## src/rtl/seven_seg_scan_driver.sv

```systemverilog
// seven_seg_scan_driver: time-multiplexed hex display driver with frame-aligned loads
// ports: wb_clk_i/wb_rst_i clock and sync active-high reset; enable runs the scan;
//   load_valid/load_ready/load_data/load_dp shadow-register load port;
//   seg_o/dp_o/dig_o registered segment, point and digit drives; frame_done wrap pulse
module seven_seg_scan_driver #(
  parameter int NUM_DIGITS = 4,
  parameter int PRESCALE = 1000,
  parameter int BLANK_CYCLES = 2,
  parameter int COMMON_ANODE = 0,
  parameter int LEAD_BLANK = 1
) (
`ifdef USE_POWER_PINS
  inout wire vdd,
  inout wire vss,
`endif
  input logic wb_clk_i,
  input logic wb_rst_i,
  input logic enable,
  input logic load_valid,
  output logic load_ready,
  input logic [4*NUM_DIGITS-1:0] load_data,
  input logic [NUM_DIGITS-1:0] load_dp,
  output logic [6:0] seg_o,
  output logic dp_o,
  output logic [NUM_DIGITS-1:0] dig_o,
  output logic frame_done
);
  localparam int PW = $clog2(PRESCALE);
  localparam int DW = NUM_DIGITS > 1 ? $clog2(NUM_DIGITS) : 1;
  localparam int W = 4 * NUM_DIGITS;
  localparam logic POL = COMMON_ANODE != 0;
  localparam logic [PW-1:0] PC_MAX = PW'(PRESCALE - 1);
  localparam logic [DW-1:0] D_MAX = DW'(NUM_DIGITS - 1);
  // gfedcba patterns for F..0, digit 0 in the low 7 bits
  localparam logic [111:0] LUT = {7'h71, 7'h79, 7'h5E, 7'h39, 7'h7C, 7'h77, 7'h6F, 7'h7F,
                                  7'h07, 7'h7D, 7'h6D, 7'h66, 7'h4F, 7'h5B, 7'h06, 7'h3F};
  logic [W-1:0] disp_data, shadow_data, upper;
  logic [NUM_DIGITS-1:0] disp_dp, shadow_dp, dig_on;
  logic pending, active, slot_end, wrap, accept, xfer, lz;
  logic [PW-1:0] pc;
  logic [DW-1:0] d;
  logic [3:0] nib;
  logic [6:0] seg_ah;
  assign load_ready = !pending;
  always_comb begin
    slot_end = pc == PC_MAX;
    wrap = enable && slot_end && d == D_MAX;
    accept = load_valid && !pending;
    // while stopped there is no frame to tear, so a pending value lands at once
    xfer = pending && (wrap || !enable);
    active = enable && pc >= PW'(BLANK_CYCLES);
    // current nibble and everything above it; all-zero means a leading zero
    upper = disp_data >> (4 * d);
    nib = upper[3:0];
    lz = LEAD_BLANK != 0 && d != '0 && upper == '0 && !disp_dp[d];
    seg_ah = lz ? 7'h0 : LUT[7*nib +: 7];
    dig_on = active ? NUM_DIGITS'(1) << d : '0;
  end
  always_ff @(posedge wb_clk_i) begin
    if (wb_rst_i) begin
      pc <= '0;
      d <= '0;
      disp_data <= '0;
      disp_dp <= '0;
      shadow_data <= '0;
      shadow_dp <= '0;
      pending <= 1'b0;
      frame_done <= 1'b0;
      seg_o <= {7{POL}};
      dp_o <= POL;
      dig_o <= POL ? '0 : '1;
    end else begin
      pc <= enable && !slot_end ? pc + 1'b1 : '0;
      d <= !enable || wrap ? '0 : slot_end ? d + 1'b1 : d;
      frame_done <= wrap;
      if (xfer) begin
        disp_data <= shadow_data;
        disp_dp <= shadow_dp;
      end
      if (accept) begin
        shadow_data <= load_data;
        shadow_dp <= load_dp;
      end
      pending <= accept || (pending && !xfer);
      seg_o <= active ? seg_ah ^ {7{POL}} : {7{POL}};
      dp_o <= active ? disp_dp[d] ^ POL : POL;
      dig_o <= POL ? dig_on : ~dig_on;
    end
  end
endmodule
```

## config.mk

```make
export PLATFORM = sky130hd
export DESIGN_NAME = seven_seg_scan_driver
export DESIGN_NICKNAME = d
export VERILOG_FILES = /design/src/rtl/seven_seg_scan_driver.sv
export SDC_FILE = /design/constraint.sdc
export NUM_CORES = 1
export LEC_CHECK = 0
export BUFFER_PORTS_ARGS = -buffer_cell sky130_fd_sc_hd__buf_2
export CAP_MARGIN = 40
export CELL_PAD_IN_SITES_DETAIL_PLACEMENT = 1
export CELL_PAD_IN_SITES_GLOBAL_PLACEMENT = 1
export CORE_MARGIN = 2
export CORE_UTILIZATION = 45
export DETAILED_ROUTE_END_ITERATION = 10
export GPL_TIMING_DRIVEN = 0
export HOLD_SLACK_MARGIN = 0.1
export PLACE_DENSITY = 0.84
export RECOVER_POWER = 100
export SLEW_MARGIN = 30
export SYNTH_ARGS = -nofsm -noshare
export SYNTH_HDL_FRONTEND = slang
export SYNTH_SLANG_ARGS = --single-unit
```

## constraint.sdc

```tcl
create_clock -name wb_clk_i -period 4.85 [get_ports wb_clk_i]
set_input_delay 0.485 -clock wb_clk_i [delete_from_list [all_inputs] [get_ports wb_clk_i]]
set_output_delay 0.485 -clock wb_clk_i [all_outputs]
set_load 0.01 [all_outputs]
```

# --- Word-level counts from Yosys, hierarchy flattened ---
# Index checks and enable logic that the tools add are counted.
totals:
  ff_bits: 66
  in_bits: 24
  out_inout_bits: 14
op_classes:
  n_addsub: 2
  multipliers: 1
  magnitude_cmp: 2
  n_eq_ne: 2
  shifts: 3
  n_mux: 3
  bitwise: 3
  reduce_logical: 22
ops:
  columns: ["cell", "n"]
  rows:
  - ["112-bit by 8-bit indexed part select with 7-bit output (first input constant)", 1]
  - ["16-bit logical NOT", 1]
  - ["16-bit by 4-bit >> shifter with 16-bit output", 1]
  - ["10-bit by 1-bit adder with 10-bit output (second input constant)", 1]
  - ["10-bit == test (second input constant)", 1]
  - ["10-bit by 2-bit >= comparator with 1-bit output (second input constant)", 1]
  - ["1-bit logical AND", 9]
  - ["3-bit by 4-bit multiplier with 7-bit output (first input constant)", 1]
  - ["2-bit OR reduction", 3]
  - ["1-bit logical NOT", 5]
  - ["4-bit 2-to-1 mux", 1]
  - ["4-bit NOT", 1]
  - ["1-bit by 2-bit << shifter with 4-bit output (first input constant)", 1]
  - ["2-bit by 3-bit < comparator with 1-bit output (second input constant)", 1]
  - ["3-bit OR reduction", 1]
  - ["2-bit by 1-bit adder with 2-bit output (second input constant)", 1]
  - ["1-bit binary-select mux with 2-bit select", 1]
  - ["2-bit == test (second input constant)", 1]
  - ["1-bit logical OR", 2]
  - ["1-bit NOT", 2]
  - ["2-bit nonzero test", 1]
  - ["1-bit 2-to-1 mux", 1]

# --- Longest topological paths before layout ---
# Gate-level depths: netlist of the first run.
depth:
  ltp_word: 8
  depth_mapped: 9

# --- Worst setup path before layout of the first run ---
# No wires, ideal clock.
synth_path:
  kind: "flip-flop to flip-flop"
  from: "reg d[0]"
  to: "reg seg_o[0]"
  setup_time_ns: 0.139
  arrival_time_ns: 2.442
  required_ns: 4.711
  path_slack_ns: 2.269
  path_stages_with_launch: 10
  n_path_buf: 1
  period_less_slack_ns: 2.581
  cell_sequence: "dfxtp_1 -> buf_2 -> mux4_2 -> inv_1 -> ha_1 -> nor3b_1 -> o211ai_1 -> o21a_1 -> a31oi_1 -> nor3_1"
synth_via:
  elab_chain_cells: 5
  elab_cells_between_ends: 11
  classes_between: "1 x mul; 2 x shift; 2 x mux; 6 x reduce/logical"
synth_lines:
  columns: ["item", "line", "rtl"]
  rows:
  - ["start: declaration", "41", "logic [DW-1:0] d;"]
  - ["start signal: assignment", "74", "d <= !enable || wrap ? '0 : slot_end ? d + 1'b1 : d;"]
  - ["parallel branches: the longest is 5 deep, another holds 3-bit by 4-bit multiplier with 7-bit output", null, null]
  - ["end signal: assignment", "69", "seg_o <= {7{POL}};"]
  - ["end signal: assignment", "85", "seg_o <= active ? seg_ah ^ {7{POL}} : {7{POL}};"]
  - ["end: declaration", "23", "output logic [6:0] seg_o,"]
# Several ways; the timed one is not identified. The select of a mux whose other input is x is not followed.
# A chain may end at the register's enable or synchronous reset.

# --- Worst setup path in the final report of the first run ---
# Same ends and word-level chain as after synthesis.

==> impl_results.html, run 1 <==
<table>
<tr><th>Metric</th><th>Value</th></tr>
<tr><th colspan="2">Final layout</th></tr>
<tr><td>Commonest cells after routing, fill and taps aside</td><td>sky130_fd_sc_hd__nand2_1 (95), sky130_fd_sc_hd__dfxtp_1 (66), sky130_fd_sc_hd__a21oi_1 (45)</td></tr>
<tr><td>Share of post-route cells with drive strength above 1</td><td>12.0%</td></tr>
<tr><td>Area of combinational cells with multiple inputs</td><td>between 0.001 and 0.0015 sq mm</td></tr>
<tr><td>Nets@finish</td><td>416</td></tr>
<tr><td>Register Area</td><td>approximately 0.0013 sq mm</td></tr>
<tr><td>Layout filler cell count</td><td>roughly 800</td></tr>
<tr><td>Most frequent standard cell in the layout excluding fill and tap cells</td><td>sky130_fd_sc_hd__nand2_1</td></tr>
<tr><td>Area growth from synthesis to layout</td><td>14.7%</td></tr>
<tr><td>Area of all placed cells without fillers</td><td>0.00329 sq mm</td></tr>
<tr><td>Diodes inserted</td><td>0</td></tr>
<tr><th colspan="2">Clocking</th></tr>
<tr><td>Number of buffers inserted by hold repair at cts</td><td>0</td></tr>
<tr><td>Cts bufs inserted</td><td>9</td></tr>
<tr><td>Clk sinks</td><td>66</td></tr>
<tr><td>Post-CTS Repair Setup Buffers</td><td>0</td></tr>
<tr><td>Maximum count of clock buffers along a single path</td><td>2</td></tr>
<tr><td>Deepest level of the CTS H-tree</td><td>3</td></tr>
<tr><td>CTS Root Buffer Type</td><td>sky130_fd_sc_hd__clkbuf_8</td></tr>
<tr><td>Clock Pin Slew Worst Setup and Hold Paths</td><td>approximately 0.080 ns</td></tr>
<tr><td>Clock latency on the worst-skew pair</td><td>0.35 ns</td></tr>
<tr><td>CTS tree</td><td>yes</td></tr>
<tr><td>Number of instances resized during post-cts repair</td><td>0</td></tr>
<tr><th colspan="2">STA</th></tr>
<tr><td>Worst setup slack after layout</td><td>1.56 ns</td></tr>
<tr><td>Fmax</td><td>304 MHz</td></tr>
<tr><td>Fin Setup TNS</td><td>0 ns</td></tr>
<tr><td>Tightest Pin Transition</td><td>0.724 ns</td></tr>
<tr><td>Headroom to the max-slew limit</td><td>approximately 50%</td></tr>
<tr><td>Final Hold Fails</td><td>0</td></tr>
<tr><td>Max-slew violations</td><td>0</td></tr>
<tr><td>Post-route minimum period</td><td>3.29 ns</td></tr>
<tr><td>Unrepaired setup endpoints after global routing</td><td>no</td></tr>
<tr><td>Setup violators final</td><td>0</td></tr>
<tr><td>Final Hold Slack</td><td>0.364 ns</td></tr>
<tr><td>Final clock period utilization by the worst path</td><td>67.9%</td></tr>
<tr><td>Worst clock skew</td><td>~0.011 ns</td></tr>
<tr><th colspan="2">Die</th></tr>
<tr><td>Row count</td><td>29</td></tr>
<tr><td>Die extent in y</td><td>between 80 and 90 microns</td></tr>
<tr><td>Area of the core</td><td>0.00628 sq mm</td></tr>
<tr><td>Die extent in x</td><td>83.9 microns</td></tr>
<tr><td>Area of the die</td><td>about 0.0070 sq mm</td></tr>
<tr><td>Starting Density</td><td>45.7%</td></tr>
<tr><td>I/O pins</td><td>38</td></tr>
<tr><th colspan="2">Place</th></tr>
<tr><td>Number of I/O port buffers</td><td>36</td></tr>
<tr><td>Pre-CTS setup slack</td><td>1.78 ns</td></tr>
<tr><td>Half-perimeter wire length after placement</td><td>4830 microns</td></tr>
<tr><td>Last weighted congestion value of the routability-driven placer</td><td>between 0.8 and 0.9</td></tr>
<tr><td>Placed inst area</td><td>0.00315 sq mm</td></tr>
<tr><th colspan="2">Route</th></tr>
<tr><td>Total wire length after detailed routing</td><td>6560 microns</td></tr>
<tr><td>Vias per inst</td><td>~5.2</td></tr>
<tr><td>Overall via count from detail_route</td><td>2396</td></tr>
<tr><td>Routed length per placed instance</td><td>14.2 microns</td></tr>
<tr><td>Antenna Nets Post-Route</td><td>0</td></tr>
<tr><td>Number of detailed-routing iterations run before antenna repair</td><td>4</td></tr>
<tr><td>First DRT Iteration DRCs</td><td>59</td></tr>
<tr><td>DRC violation count after routing</td><td>0</td></tr>
<tr><th colspan="2">Outcome</th></tr>
<tr><td>Result of the run</td><td>finished clean</td></tr>
<tr><th colspan="2">Power</th></tr>
<tr><td>Total power draw</td><td>1.14 mW</td></tr>
<tr><td>Power Density</td><td>346 mW/mm^2</td></tr>
<tr><td>Leak</td><td>1.18 nW</td></tr>
<tr><td>Max rail drop VDD</td><td>0.000240 V</td></tr>
<tr><th colspan="2">Setup path</th></tr>
<tr><td>Biggest fanout along the worst timing path</td><td>10</td></tr>
<tr><td>Category of cells accounting for the largest share of critical-path delay</td><td>compound AO/OA/AOI/OAI gates</td></tr>
<tr><td>Cell chain of the critical path</td><td>clkbuf_1, mux4_2, inv_1, ha_1, nor3b_1, o211ai_1, o21a_1, a31oi_1, nor3_1</td></tr>
<tr><td>Buf/Inv on CP</td><td>2</td></tr>
<tr><td>Crit path max-delay cell type</td><td>sky130_fd_sc_hd__mux4_2</td></tr>
<tr><td>Data arrival time of the critical path</td><td>approximately 3.5 ns</td></tr>
<tr><td>Crit path kind</td><td>register to register</td></tr>
<tr><td>Kind of end point of the critical path</td><td>register</td></tr>
<tr><td>Highest cell delay on the worst timing path</td><td>0.67 ns</td></tr>
<tr><td>Required @ worst endpoint</td><td>5.05 ns</td></tr>
<tr><td>Startpoint type of the worst setup path</td><td>register</td></tr>
<tr><th colspan="2">Yosys</th></tr>
<tr><td>Post-synth top flop</td><td>sky130_fd_sc_hd__dfxtp_1</td></tr>
<tr><td>Summed instance area of the synthesized netlist</td><td>about 0.0029 sq mm</td></tr>
<tr><td>Sequential cell area fraction in the yosys report</td><td>about 46%</td></tr>
<tr><td>Largest area contributor in the netlist</td><td>sky130_fd_sc_hd__dfxtp_1</td></tr>
<tr><td>Top cells by area in the synthesized netlist</td><td>sky130_fd_sc_hd__dfxtp_1 (46%), sky130_fd_sc_hd__nand2_1 (12%), sky130_fd_sc_hd__a21oi_1 (7.1%), sky130_fd_sc_hd__ha_1 (5.7%), sky130_fd_sc_hd__mux4_2 (3.1%)</td></tr>
<tr><td>Fraction of the mapped netlist area in compound gates</td><td>between 10% and 20%</td></tr>
<tr><td>Mapped Avg Cell Area</td><td>8.65 sq um</td></tr>
<tr><td>Area share of the largest cell type after synthesis</td><td>46.0%</td></tr>
<tr><td>Synth cell types</td><td>40</td></tr>
<tr><td>Number of enable flip-flop cells after synthesis</td><td>0</td></tr>
<tr><td>Post-Synth XOR/XNOR Area</td><td>between 3 and 4%</td></tr>
<tr><td>Post-synthesis share of cell area spent on and, or, nand and nor gates</td><td>20.3%</td></tr>
<tr><td>Proportion of synthesized flip-flops having asynchronous set or reset</td><td>0%</td></tr>
<tr><td>Combinational family with the most area after synthesis</td><td>simple AND/OR/NAND/NOR gates</td></tr>
<tr><td>Fraction of synthesized area in multiplexers</td><td>approximately 6.4%</td></tr>
<tr><td>Post-Synthesis Net Count</td><td>369</td></tr>
<tr><td>Count of state elements after synthesis</td><td>66</td></tr>
<tr><td>Total number of yosys warnings</td><td>0</td></tr>
<tr><td>Gate Count Post-Synth</td><td>332</td></tr>
<tr><td>Adder-cell share of the synthesized area</td><td>5.66%</td></tr>
<tr><th colspan="2">Global routing</th></tr>
<tr><td>Total global routing overflow</td><td>0</td></tr>
<tr><td>Number of global-route vias before repair</td><td>about 2400</td></tr>
<tr><td>Largest net degree at the start of global routing</td><td>13</td></tr>
<tr><td>Antenna violations before repair</td><td>0</td></tr>
<tr><td>Wire length of the first global-routing pass</td><td>11500 microns</td></tr>
<tr><td>All-Layer GR Usage</td><td>20.6%</td></tr>
<tr><th colspan="2">Hold path</th></tr>
<tr><td>Worst hold-check path type</td><td>primary input to register</td></tr>
<tr><th colspan="2">Run</th></tr>
<tr><td>Maximum capacitance violations</td><td>0</td></tr>
</table>
==> cell type report <==
cell class | instances | share of cell area, %
Timing Repair Buffer | 36 | 4.94
Inverter | 9 | 1.03
Tap cell | 77 | 2.92
Clock inverter | 7 | 2.85
Sequential cell | 66 | 40.1
Buffer | 17 | 2.16
Clock buffer | 9 | 3.76
Multi-Input combinational cell | 240 | 42.2
==> metal layers <==
layer,GRT usage [%],part of all wire [%]
met1,26.2,47
met2,33.1,48
met4,7.62,1.3
met3,5.93,3.6
met5,0,0
==> synth_stat cells, types with 3 or more instances <==
master                     instances
sky130_fd_sc_hd__nand2_1          95
sky130_fd_sc_hd__dfxtp_1          66
sky130_fd_sc_hd__a21oi_1          41
sky130_fd_sc_hd__nor2_1           17
sky130_fd_sc_hd__ha_1             13
sky130_fd_sc_hd__clkbuf_1         11
sky130_fd_sc_hd__xnor2_1           9
sky130_fd_sc_hd__inv_1             8
sky130_fd_sc_hd__mux2i_1           7
sky130_fd_sc_hd__nor3_1            7
sky130_fd_sc_hd__a21oi_2           5
sky130_fd_sc_hd__buf_6             4
sky130_fd_sc_hd__mux4_2            4
sky130_fd_sc_hd__nand3_1           4
sky130_fd_sc_hd__nor4_1            4
sky130_fd_sc_hd__and3_1            3
==> worst paths after layout <==
kind,start,endpoint,slack (ns),depth (start not counted)
worst max-delay path,d[0],seg_o[0],1.56,9
worst min register to register,shadow_dp[2],shadow_dp[2],0.46,2
worst min-delay path,load_data[6],shadow_data[6],0.36,3
worst max register to register,d[0],seg_o[0],1.56,9
==> kinds of logic after synthesis <==
logic type | after synthesis
and+or+nand+nor | 139
DFF | 66
AOI/OAI and AO/OA | 64
buffers and inverters | 26
muxes | 13
adders and majority gates | 13
xor gates and xnor gates | 11
==> worst min-delay path: cells and delay by family <==
| family | cells | cell delay [ns] |
|---|---|---|
| buf+inv | 1 | 0.09 |
| compound gates | 1 | 0.05 |
| simple gates | 1 | 0.04 |
==> flip-flops by register name, indices dropped and copies added (netlist names) <==
name / cells
shadow_dp: 4
disp_dp: 4
dp_o: 1
frame_done: 1
seg_o: 7
d: 2
pc: 10
disp_data: 16
pending: 1
shadow_data: 16
dig_o: 4
==> stage by stage <==
stage / instances / utilization [%]
3_5_place_dp: 445 / 50.1
2_1_floorplan: 332 / -
5_1_grt: 461 / 52.5
6_report: 461 / 52.5
3_3_place_gp: 445 / 50.1
4_1_cts: 461 / 53.6
==> where the power goes <==
part           switching, mW  total [mW]  internal, mW
registers            0.00956       0.567         0.557
logic                 0.0438      0.0705        0.0267
clock network          0.215       0.503         0.288
total                  0.268        1.14         0.872
Power figures use the tool's default switching activity.
==> run 2, diff against run 1 <==
Settings changed: CORE_UTILIZATION 45 to 39, PLACE_DENSITY 0.84 to 0.77.
Clock period 4.85 ns to 2.7 ns, I/O delays scaled along.
==> impl_results.html, run 2 (synthesized netlist as in run 1, its figures left out) <==
<table>
<tr><th>Metric</th><th>Value</th></tr>
<tr><th colspan="2">Outcome</th></tr>
<tr><td>Result of the run</td><td>finished clean (unchanged)</td></tr>
<tr><th colspan="2">Final layout</th></tr>
<tr><td>Area growth from synthesis to layout</td><td>15.5% (was 14.7%)</td></tr>
<tr><td>Most frequent standard cell in the layout excluding fill and tap cells</td><td>sky130_fd_sc_hd__nand2_1 (unchanged)</td></tr>
<tr><td>Final core utilization</td><td>46.2% (was 52.5%)</td></tr>
<tr><td>Final cell count without fillers</td><td>482 (was 461)</td></tr>
<tr><td>Share of post-route cells with drive strength above 1</td><td>13.1% (was 12.0%)</td></tr>
<tr><td>Nets@finish</td><td>416 (unchanged)</td></tr>
<tr><td>Diodes inserted</td><td>0 (unchanged)</td></tr>
<tr><td>Commonest cells after routing, fill and taps aside</td><td>sky130_fd_sc_hd__nand2_1 (95), sky130_fd_sc_hd__dfxtp_1 (65), sky130_fd_sc_hd__a21oi_1 (43) (was sky130_fd_sc_hd__nand2_1 (95), sky130_fd_sc_hd__dfxtp_1 (66), sky130_fd_sc_hd__a21oi_1 (45))</td></tr>
<tr><td>Top Registers</td><td>disp_data: 16 flops, shadow_data: 16 flops, pc: 10 flops (unchanged)</td></tr>
<tr><td>Area of all placed cells without fillers</td><td>0.00332 sq mm (was 0.00329 sq mm)</td></tr>
<tr><th colspan="2">Setup path</th></tr>
<tr><td>Data arrival time of the critical path</td><td>2.73 ns (was 3.49 ns)</td></tr>
<tr><td>Kind of end point of the critical path</td><td>register (unchanged)</td></tr>
<tr><td>Crit path kind</td><td>register to register (unchanged)</td></tr>
<tr><td>Required @ worst endpoint</td><td>2.91 ns (was 5.05 ns)</td></tr>
<tr><td>Biggest fanout along the worst timing path</td><td>10 (unchanged)</td></tr>
<tr><td>Startpoint type of the worst setup path</td><td>register (unchanged)</td></tr>
<tr><th colspan="2">Place</th></tr>
<tr><td>Half-perimeter wire length after placement</td><td>4700 microns (was 4830 microns)</td></tr>
<tr><td>Pre-CTS setup slack</td><td>-0.314 ns (was 1.78 ns)</td></tr>
<tr><td>Cell Count Post-Placement</td><td>467 (was 445)</td></tr>
<tr><td>Placed inst area</td><td>0.00318 sq mm (was 0.00315 sq mm)</td></tr>
<tr><td>Last weighted congestion value of the routability-driven placer</td><td>0.801 (was 0.856)</td></tr>
<tr><td>Number of I/O port buffers</td><td>36 (unchanged)</td></tr>
<tr><th colspan="2">Clocking</th></tr>
<tr><td>Clock latency on the worst-skew pair</td><td>0.34 ns (was 0.35 ns)</td></tr>
<tr><td>Cts bufs inserted</td><td>9 (unchanged)</td></tr>
<tr><td>Deepest level of the CTS H-tree</td><td>3 (unchanged)</td></tr>
<tr><td>Clock Pin Slew Worst Setup and Hold Paths</td><td>0.07 ns (was 0.08 ns)</td></tr>
<tr><td>Clk sinks</td><td>66 (unchanged)</td></tr>
<tr><td>Number of instances resized during post-cts repair</td><td>3 (was 0)</td></tr>
<tr><td>CTS Root Buffer Type</td><td>sky130_fd_sc_hd__clkbuf_8 (unchanged)</td></tr>
<tr><td>Maximum count of clock buffers along a single path</td><td>2 (unchanged)</td></tr>
<tr><td>CTS tree</td><td>yes (unchanged)</td></tr>
<tr><td>Post-CTS Repair Setup Buffers</td><td>0 (unchanged)</td></tr>
<tr><td>Number of buffers inserted by hold repair at cts</td><td>0 (unchanged)</td></tr>
<tr><th colspan="2">STA</th></tr>
<tr><td>Fmax</td><td>396 MHz (was 304 MHz)</td></tr>
<tr><td>Fin Setup TNS</td><td>0 ns (unchanged)</td></tr>
<tr><td>Final clock period utilization by the worst path</td><td>93.6% (was 67.9%)</td></tr>
<tr><td>Worst setup slack after layout</td><td>0.173 ns (was 1.56 ns)</td></tr>
<tr><td>Setup violators final</td><td>0 (unchanged)</td></tr>
<tr><td>Worst clock skew</td><td>0.00942 ns (was 0.0107 ns)</td></tr>
<tr><td>Final Hold Fails</td><td>0 (unchanged)</td></tr>
<tr><td>Max-slew violations</td><td>0 (unchanged)</td></tr>
<tr><td>Tightest Pin Transition</td><td>0.684 ns (was 0.724 ns)</td></tr>
<tr><td>Post-route minimum period</td><td>2.53 ns (was 3.29 ns)</td></tr>
<tr><td>Unrepaired setup endpoints after global routing</td><td>no (unchanged)</td></tr>
<tr><td>Headroom to the max-slew limit</td><td>53.1% (was 50.3%)</td></tr>
<tr><td>Final Hold Slack</td><td>0.164 ns (was 0.364 ns)</td></tr>
<tr><th colspan="2">Route</th></tr>
<tr><td>Total wire length after detailed routing</td><td>6490 microns (was 6560 microns)</td></tr>
<tr><td>Routed length per placed instance</td><td>13.5 microns (was 14.2 microns)</td></tr>
<tr><td>Overall via count from detail_route</td><td>2386 (was 2396)</td></tr>
<tr><td>DRC violation count after routing</td><td>0 (unchanged)</td></tr>
<tr><td>Antenna Nets Post-Route</td><td>0 (unchanged)</td></tr>
<tr><td>Number of detailed-routing iterations run before antenna repair</td><td>4 (unchanged)</td></tr>
<tr><td>Vias per inst</td><td>4.95 (was 5.20)</td></tr>
<tr><td>First DRT Iteration DRCs</td><td>81 (was 59)</td></tr>
<tr><th colspan="2">Power</th></tr>
<tr><td>Leak</td><td>1.17 nW (was 1.18 nW)</td></tr>
<tr><td>Total power draw</td><td>1.89 mW (was 1.14 mW)</td></tr>
<tr><td>Power Density</td><td>570 mW/mm^2 (was 346 mW/mm^2)</td></tr>
<tr><td>Max rail drop VDD</td><td>0.000281 V (was 0.000240 V)</td></tr>
<tr><th colspan="2">Global routing</th></tr>
<tr><td>Global Route met2 Usage</td><td>29.0% (was 33.1%)</td></tr>
<tr><td>Global Route met3 Usage</td><td>5.28% (was 5.93%)</td></tr>
<tr><td>Wire length of the first global-routing pass</td><td>11500 microns (about the same)</td></tr>
<tr><td>All-Layer GR Usage</td><td>17.5% (was 20.6%)</td></tr>
<tr><td>Busiest layer in global routing</td><td>met2 (unchanged)</td></tr>
<tr><td>Largest net degree at the start of global routing</td><td>12 (was 13)</td></tr>
<tr><td>Antenna violations before repair</td><td>0 (unchanged)</td></tr>
<tr><td>Global routing met1 resource utilization</td><td>22.3% (was 26.2%)</td></tr>
<tr><td>Total global routing overflow</td><td>0 (unchanged)</td></tr>
<tr><td>Number of global-route vias before repair</td><td>2439 (was 2370)</td></tr>
<tr><th colspan="2">Die</th></tr>
<tr><td>I/O pins</td><td>38 (unchanged)</td></tr>
<tr><td>Area of the core</td><td>0.00718 sq mm (was 0.00628 sq mm)</td></tr>
<tr><td>Die extent in x</td><td>89.8 microns (was 83.9 microns)</td></tr>
<tr><td>Die extent in y</td><td>89.8 microns (was 83.9 microns)</td></tr>
<tr><td>Row count</td><td>31 (was 29)</td></tr>
<tr><td>Starting Density</td><td>40.0% (was 45.7%)</td></tr>
<tr><td>Area of the die</td><td>0.00806 sq mm (was 0.00704 sq mm)</td></tr>
<tr><th colspan="2">Hold path</th></tr>
<tr><td>Worst hold-check path type</td><td>primary input to register (unchanged)</td></tr>
<tr><th colspan="2">Run</th></tr>
<tr><td>Maximum capacitance violations</td><td>0 (unchanged)</td></tr>
</table>
run 2: cell count changes in the layout (fill, tap and decap cells not counted), moves of 2 or more:
cell	before	now
sky130_fd_sc_hd__a21oi_1	45	43
sky130_fd_sc_hd__a21oi_2	1	3
sky130_fd_sc_hd__bufinv_16	2	0
sky130_fd_sc_hd__clkbuf_8	9	11
run 2: area by class of cell:
| class | instances | area [sq um] |
|---|---|---|
| inverters | 9 | 33.8 |
| multi-input cells | 240 | 1410 |
| well taps | 99 | 124 |
| flip-flops and latches | 66 | 1330 |
| clock buffers | 11 | 151 |
| plain buffers | 17 | 78.8 |
| repair buffers | 36 | 163 |
| clock inverters | 4 | 27.5 |
| fillers | 884 | 3860 |
run 2: worst max-delay path, stage by stage, from the launching register on:
cell and delay [ns]:
sky130_fd_sc_hd__dfxtp_4 0.41, sky130_fd_sc_hd__buf_6 0.17, sky130_fd_sc_hd__mux4_2 0.58, sky130_fd_sc_hd__inv_1 0.15, sky130_fd_sc_hd__ha_1 0.24, sky130_fd_sc_hd__nor3b_1 0.20
sky130_fd_sc_hd__o211ai_1 0.11, sky130_fd_sc_hd__o21a_1 0.21, sky130_fd_sc_hd__a31oi_4 0.24, sky130_fd_sc_hd__a311oi_1 0.08
run 2: final timing paths:
kind / from / to / slack (ns) / depth (start not counted)
max: d[0] / seg_o[2] / 0.17 / 9
min: load_data[9] / shadow_data[9] / 0.16 / 3
max reg2reg: d[0] / seg_o[2] / 0.17 / 9
min reg2reg: shadow_data[13] / disp_data[13] / 0.45 / 2
run 2: report_power, final:
group | internal (mW) | total (mW) | switching [mW] | leakage (nW)
Clock | 0.376 | 0.746 | 0.370 | 0.0834
Combinational | 0.0484 | 0.128 | 0.0799 | 0.548
Sequential | 1.00 | 1.02 | 0.0173 | 0.537
run 2: metal layers:
layer	vias up	wire length, microns
li1	1207	-
met1	1124	3060
met2	48	3050
met3	7	315
met4	0	58
met5	-	0
